<file path="src/rtl/regfile_wr_arbiter.sv">
// regfile_wr_arbiter
//   Arbitrates the single register-file write port between the writeback
//   stage (WB, always wins when it has a real write) and a queued
//   long-latency result source (EXT). EXT results wait in a small FIFO and
//   drain in idle WB slots. If the FIFO head is blocked for STARVE_LIMIT
//   cycles, a one-cycle registered wb_stall forces a drain slot.
//   Decode can query the queued destinations through pend_hit1/pend_hit2.
//
//   Optional build macro: REGARB_STATS_EN adds the stat_stall_cnt and
//   stat_ext_wr counters and their output ports.

module regfile_wr_arbiter #(
  parameter int DEPTH        = 2,
  parameter int STARVE_LIMIT = 4
) (
  input  logic        clk,
  input  logic        reset,
  input  logic        wb_wr,
  input  logic [4:0]  wb_addr,
  input  logic [31:0] wb_data,
  input  logic        ext_valid,
  output logic        ext_ready,
  input  logic [4:0]  ext_addr,
  input  logic [31:0] ext_data,
  output logic        wb_stall,
  input  logic [4:0]  chk_addr1,
  input  logic [4:0]  chk_addr2,
  output logic        pend_hit1,
  output logic        pend_hit2,
  output logic        rf_wr,
  output logic [4:0]  rf_addr,
  output logic [31:0] rf_data
`ifdef REGARB_STATS_EN
  ,
  output logic [31:0] stat_stall_cnt,
  output logic [31:0] stat_ext_wr
`endif
);

  localparam int AW = (DEPTH > 1) ? $clog2(DEPTH) : 1;
  localparam int CW = AW + 1;
  localparam int SW = $clog2(STARVE_LIMIT + 1);

  localparam logic [CW-1:0] FULL_COUNT = CW'(DEPTH);
  localparam logic [SW-1:0] STARVE_MAX = SW'(STARVE_LIMIT);
  localparam logic [SW-1:0] STARVE_TC  = SW'(STARVE_LIMIT - 1);

  logic [4:0]    q_addr [DEPTH];
  logic [31:0]   q_data [DEPTH];
  logic [AW-1:0] rd_ptr;
  logic [AW-1:0] wr_ptr;
  logic [CW-1:0] count;
  logic [SW-1:0] starve_cnt;

  logic empty;
  logic full;
  logic wb_eff;
  logic pop;
  logic push;
  logic head_blocked;

  assign empty = (count == '0);
  assign full  = (count == FULL_COUNT);

  // EXT is refused while full even if the head drains this cycle; no pass-through.
  assign ext_ready = !full && !reset;

  // A write to $0 or a write presented during a forced stall is not a real WB write.
  assign wb_eff = wb_wr && (wb_addr != 5'd0) && !wb_stall && !reset;

  assign pop          = !wb_eff && !empty && !reset;
  assign head_blocked = wb_eff && !empty;

  // Results for $0 complete the handshake but are never stored.
  assign push = ext_valid && ext_ready && (ext_addr != 5'd0);

  // Write-port mux: WB first, then the FIFO head, otherwise quiet zeros.
  always_comb begin
    rf_wr   = 1'b0;
    rf_addr = 5'd0;
    rf_data = 32'd0;
    if (wb_eff) begin
      rf_wr   = 1'b1;
      rf_addr = wb_addr;
      rf_data = wb_data;
    end else if (pop) begin
      rf_wr   = 1'b1;
      rf_addr = q_addr[rd_ptr];
      rf_data = q_data[rd_ptr];
    end
  end

  // Pending-destination lookup over the occupied slots, oldest first.
  always_comb begin
    pend_hit1 = 1'b0;
    pend_hit2 = 1'b0;
    for (int k = 0; k < DEPTH; k++) begin
      if (CW'(k) < count) begin
        if ((chk_addr1 != 5'd0) && (q_addr[rd_ptr + AW'(k)] == chk_addr1))
          pend_hit1 = 1'b1;
        if ((chk_addr2 != 5'd0) && (q_addr[rd_ptr + AW'(k)] == chk_addr2))
          pend_hit2 = 1'b1;
      end
    end
  end

  // FIFO payload storage; contents are don't-care until the slot is counted.
  always_ff @(posedge clk) begin
    if (push) begin
      q_addr[wr_ptr] <= ext_addr;
      q_data[wr_ptr] <= ext_data;
    end
  end

  // FIFO pointers and occupancy; pointers wrap naturally since DEPTH is a power of 2.
  always_ff @(posedge clk or posedge reset) begin
    if (reset) begin
      rd_ptr <= '0;
      wr_ptr <= '0;
      count  <= '0;
    end else begin
      if (push)
        wr_ptr <= wr_ptr + AW'(1);
      if (pop)
        rd_ptr <= rd_ptr + AW'(1);
      case ({push, pop})
        2'b10:   count <= count + CW'(1);
        2'b01:   count <= count - CW'(1);
        default: count <= count;
      endcase
    end
  end

  // Counts consecutive cycles the current head has been held off by WB.
  always_ff @(posedge clk or posedge reset) begin
    if (reset)
      starve_cnt <= '0;
    else if (empty || pop)
      starve_cnt <= '0;
    else if (starve_cnt != STARVE_MAX)
      starve_cnt <= starve_cnt + SW'(1);
  end

  // One-cycle stall after the head has been blocked STARVE_LIMIT times in a row.
  always_ff @(posedge clk or posedge reset) begin
    if (reset)
      wb_stall <= 1'b0;
    else
      wb_stall <= head_blocked && (starve_cnt == STARVE_TC);
  end

`ifdef REGARB_STATS_EN
  // Free-running statistics, wrapping at 2^32.
  always_ff @(posedge clk or posedge reset) begin
    if (reset) begin
      stat_stall_cnt <= 32'd0;
      stat_ext_wr    <= 32'd0;
    end else begin
      if (wb_stall)
        stat_stall_cnt <= stat_stall_cnt + 32'd1;
      if (pop)
        stat_ext_wr <= stat_ext_wr + 32'd1;
    end
  end
`endif

endmodule

</file>
<file path="config.mk">
export PLATFORM = sky130hd
export DESIGN_NAME = regfile_wr_arbiter
export DESIGN_NICKNAME = d
export VERILOG_FILES = /design/src/rtl/regfile_wr_arbiter.sv
export SDC_FILE = /design/constraint.sdc
export NUM_CORES = 1
export LEC_CHECK = 0
export BUFFER_PORTS_ARGS = -buffer_cell sky130_fd_sc_hd__buf_2
export CAP_MARGIN = 20
export CORE_MARGIN = 2
export CORE_UTILIZATION = 40
export CTS_BUF_LIST = sky130_fd_sc_hd__clkbuf_2 sky130_fd_sc_hd__clkbuf_4 sky130_fd_sc_hd__clkbuf_8
export CTS_CLUSTER_SIZE = 16
export DETAILED_ROUTE_END_ITERATION = 10
export GPL_ROUTABILITY_DRIVEN = 0
export PLACE_DENSITY = 0.76
export SETUP_SLACK_MARGIN = 0.4
export SLEW_MARGIN = 20
export SYNTH_ARGS = -nofsm -noshare
export SYNTH_HDL_FRONTEND = slang
export SYNTH_SLANG_ARGS = --single-unit
</file>
<file path="constraint.sdc">
create_clock -name clk -period 3.3 [get_ports clk]
set_clock_uncertainty 0.1 [all_clocks]
set_input_delay 0.33 -clock clk [delete_from_list [all_inputs] [get_ports clk]]
set_output_delay 0.33 -clock clk [all_outputs]
set_load 0.01 [all_outputs]
</file>
==> summary.txt <==
LEAKAGE -> 2.06 nW
Period utilization -> 0.844
First-pass GRT wire length -> 12400 µm
Net switching power -> 0.00103 W
Switching share of total power -> 0.325
Achievable Freq -> 359 MHz
Final hold violations -> 0
Outcome -> completed
Min-delay src -> ext_data[5]
Longest Clk Path Bufs -> 2
Commonest non-fill, non-tap cells in the layout -> buf_2 (129), edfxtp_1 (74), mux2i_1 (42), nand2_1 (40), o21ai_0 (29)
Most Used Layer, Global Route -> met2
Worst Max-Slew Pin Slew -> 0.670 ns
Critical Path AT -> 2.35 ns
Combinational Power Share -> 0.346
Maxcap violations -> 0
Final Util -> 0.522
Hold Path Sink -> q_data[1][5]
ANT nets after route -> 0
Slowest stage cell, crit path -> dfrtp_4
VDD IR-drop max -> 314 µV
Mean area per synthesized cell -> 13.5 µm²
Largest net degree at the start of global routing -> 40
H-Tree Level Count -> 3
Vias -> 2638
Total gr overflow -> 0
Layout net count -> 511
Delay-heaviest family, CP -> simple AND/OR/NAND/NOR gates
Routed WL per cell -> 14.4 µm
Crit-path cells -> mux2i_1, xor2_1, nand4_1, or4_1, o41ai_1, buf_2
Vias in the first global route -> 2588
Reg2Reg Setup Slack -> 1.03 ns
RSZ-0062 raised after global routing -> false
DRC viols -> 0
Worst Path Max Fanout -> 12
Area growth, synth to finish -> 26.4%
Worst hold path class -> in2reg
Total power -> 0.00317 W
Die ar. -> 10400 µm²
I/O Buffers -> 129
Met2 Usage GRT -> 0.268
Crit path launch type -> flip-flop
Mapped Cells -> 283
Register share of total power -> 0.439
Critical path class -> reg2out
Number of synthesized register bits -> 82
First-pass iteration count of the detailed router -> 4
Mapped Nets -> 378
Post-Place Setup Slack -> 0.642 ns
Tmin final -> 2.78 ns
Worst Reg-to-Reg Cells -> 7
Pwr per Cell Area -> 655 nW/µm²
Clock power frac -> 0.215
IO Pins -> 130
Syn Std Cell Area -> 3830 µm²
Most common cell after layout, fill and taps aside -> buf_2
Max-slew violations -> 0
Die height -> 102 µm
Cells on Worst Hold Path -> 1
FILL cells -> 852
Total GRT Usage -> 0.157
Critical Path Sink Type -> output port
Worst-Skew Late Latency -> 0.34 ns
Sequential fraction of the synthesis area -> 0.632
Clock transition at path regs -> 0.08 ns
Power Internal -> 0.00214 W
Met3 Track Usage GR -> 0.0451
Sink Count -> 82
Reg2reg start -> count[1]
Fin worst setup slack -> 0.515 ns
DRT Wirelength -> 7940 µm
Vias/cell -> 4.80
Die width -> 102 µm
Site row count -> 35
CP bufs+invs -> 1
Met1 Track Usage GR -> 0.190
YS warnings -> 0
TNS Setup -> 0 ns
Core Region -> 9280 µm²
Starting Density -> 0.413
Initial antenna violation count -> 0
CTS buffer count -> 9
Distinct cells, synth -> 33
Reg-to-Reg End -> count[1]
# diodes -> 0
Biggest cell delay along the critical path -> 0.55 ns
DRT iter0 DRCs -> 99
Share of cells above drive strength 1 -> 0.390
Clk root buf -> clkbuf_8
CTS tree -> yes
Final setup fails -> 0
Critical Path RT -> 2.87 ns
Post-DP HPWL -> 5770 µm
Slew margin rel. -> 0.551
Crit path from -> rd_ptr
cells by family (layout without fill, tap and decap cells):
| group | count (synthesis) | count (layout) | synth area share |
|---|---|---|---|
| AOI/OAI and AO/OA | 47 | 47 | 0.0760 |
| xor gates and xnor gates | 23 | 23 | 0.0545 |
| adders and majority gates | 7 | 7 | 0.0228 |
| buffers and inverters | 21 | 159 | 0.0294 |
| DFF | 82 | 82 | 0.632 |
| muxes | 43 | 43 | 0.113 |
| and+or+nand+nor | 60 | 60 | 0.0728 |
power by group through the flow:
stage	sequential (W)	clock, W	combinational (W)
after detailed placement	0.00144	0	0.00107
after global placement	0.00143	0	0.00105
after CTS	0.00140	0.000706	0.00112
after floorplan	0.00137	0	0.000803
after global routing	0.00142	0.000753	0.00122
final	0.00139	0.000682	0.00110
per-stage QoR:
step | instance area (µm²) | instances | hold WS [ns]
floorplan | 3830 | 283 | 0.0457
global placement | 4630 | 532 | 0.236
detailed placement | 4630 | 532 | 0.249
CTS | 4840 | 550 | 0.0509
global route | 4850 | 550 | 0.0480
finish | 4850 | 550 | 0.0712
area by class of cell:
type                            instances  area (µm²)  area share
Sequential cell                        82        2430       0.501
Clock inverter                          6        57.6      0.0119
Tap cell                              129         161      0.0333
Multi-Input combinational cell        180        1320       0.272
Timing Repair Buffer                  135         722       0.149
Clock buffer                           10         131      0.0271
Inverter                                8        30.0     0.00620
synthesized netlist by cell type:
cell / number / area [µm²]
mux2_2: 1 / 11.3
buf_2: 2 / 10.0
o22ai_1: 1 / 6.26
o41ai_1: 1 / 8.76
nor2_1: 4 / 15.0
a211oi_1: 3 / 22.5
nand2b_1: 1 / 6.26
dfrtp_1: 8 / 200
clkbuf_1: 8 / 30.0
nor3b_1: 1 / 7.51
buf_12: 1 / 20.0
buf_6: 2 / 22.5
xnor2_1: 8 / 70.1
o21ai_2: 9 / 78.8
o211ai_1: 1 / 7.51
or3b_2: 1 / 8.76
o21a_1: 1 / 7.51
mux2i_1: 42 / 420
ha_1: 7 / 87.6
nand4_1: 3 / 18.8
inv_1: 8 / 30.0
and3b_1: 1 / 8.76
xor2_1: 14 / 123
o31ai_1: 1 / 7.51
xnor2_2: 1 / 16.3
nand3_1: 1 / 5.00
or4_1: 5 / 37.5
or3_4: 1 / 11.3
o21bai_1: 1 / 7.51
edfxtp_1: 74 / 2220
o21ai_0: 29 / 145
nand2_1: 40 / 150
nor3_1: 2 / 10.0
flip-flops by register name, indices dropped and copies added (netlist names):
| name | count |
|---|---|
| count | 2 |
| wb_stall | 1 |
| wr_ptr | 1 |
| starve_cnt | 3 |
| q_data | 64 |
| rd_ptr | 1 |
| q_addr | 10 |
timing repair:
| action | CTS | global route |
|---|---|---|
| gates resized for setup | 1 | 1 |
| setup endpoints to repair | 2 | 25 |
| hold buffers | 1 | 0 |
| endpoints found under the hold margin | 8 | 0 |
| buffers inserted | 1 | 0 |
how the worst max path moves through the flow:
stage,end,slack [ns],depth (start not counted)
2_1_floorplan,q_addr[0][0],0.15,5
3_3_place_gp,rf_addr[4],0.73,6
3_5_place_dp,pend_hit1,0.64,6
4_1_cts,pend_hit1,0.49,6
5_1_grt,pend_hit2,0.40,6
6_report,pend_hit1,0.52,6
routing by layer:
layer,wire [µm],part of all wire
met1,3260,0.41
met5,0,0
met3,501,0.063
met2,4020,0.51
met4,154,0.019
Power figures use the tool's default switching activity.
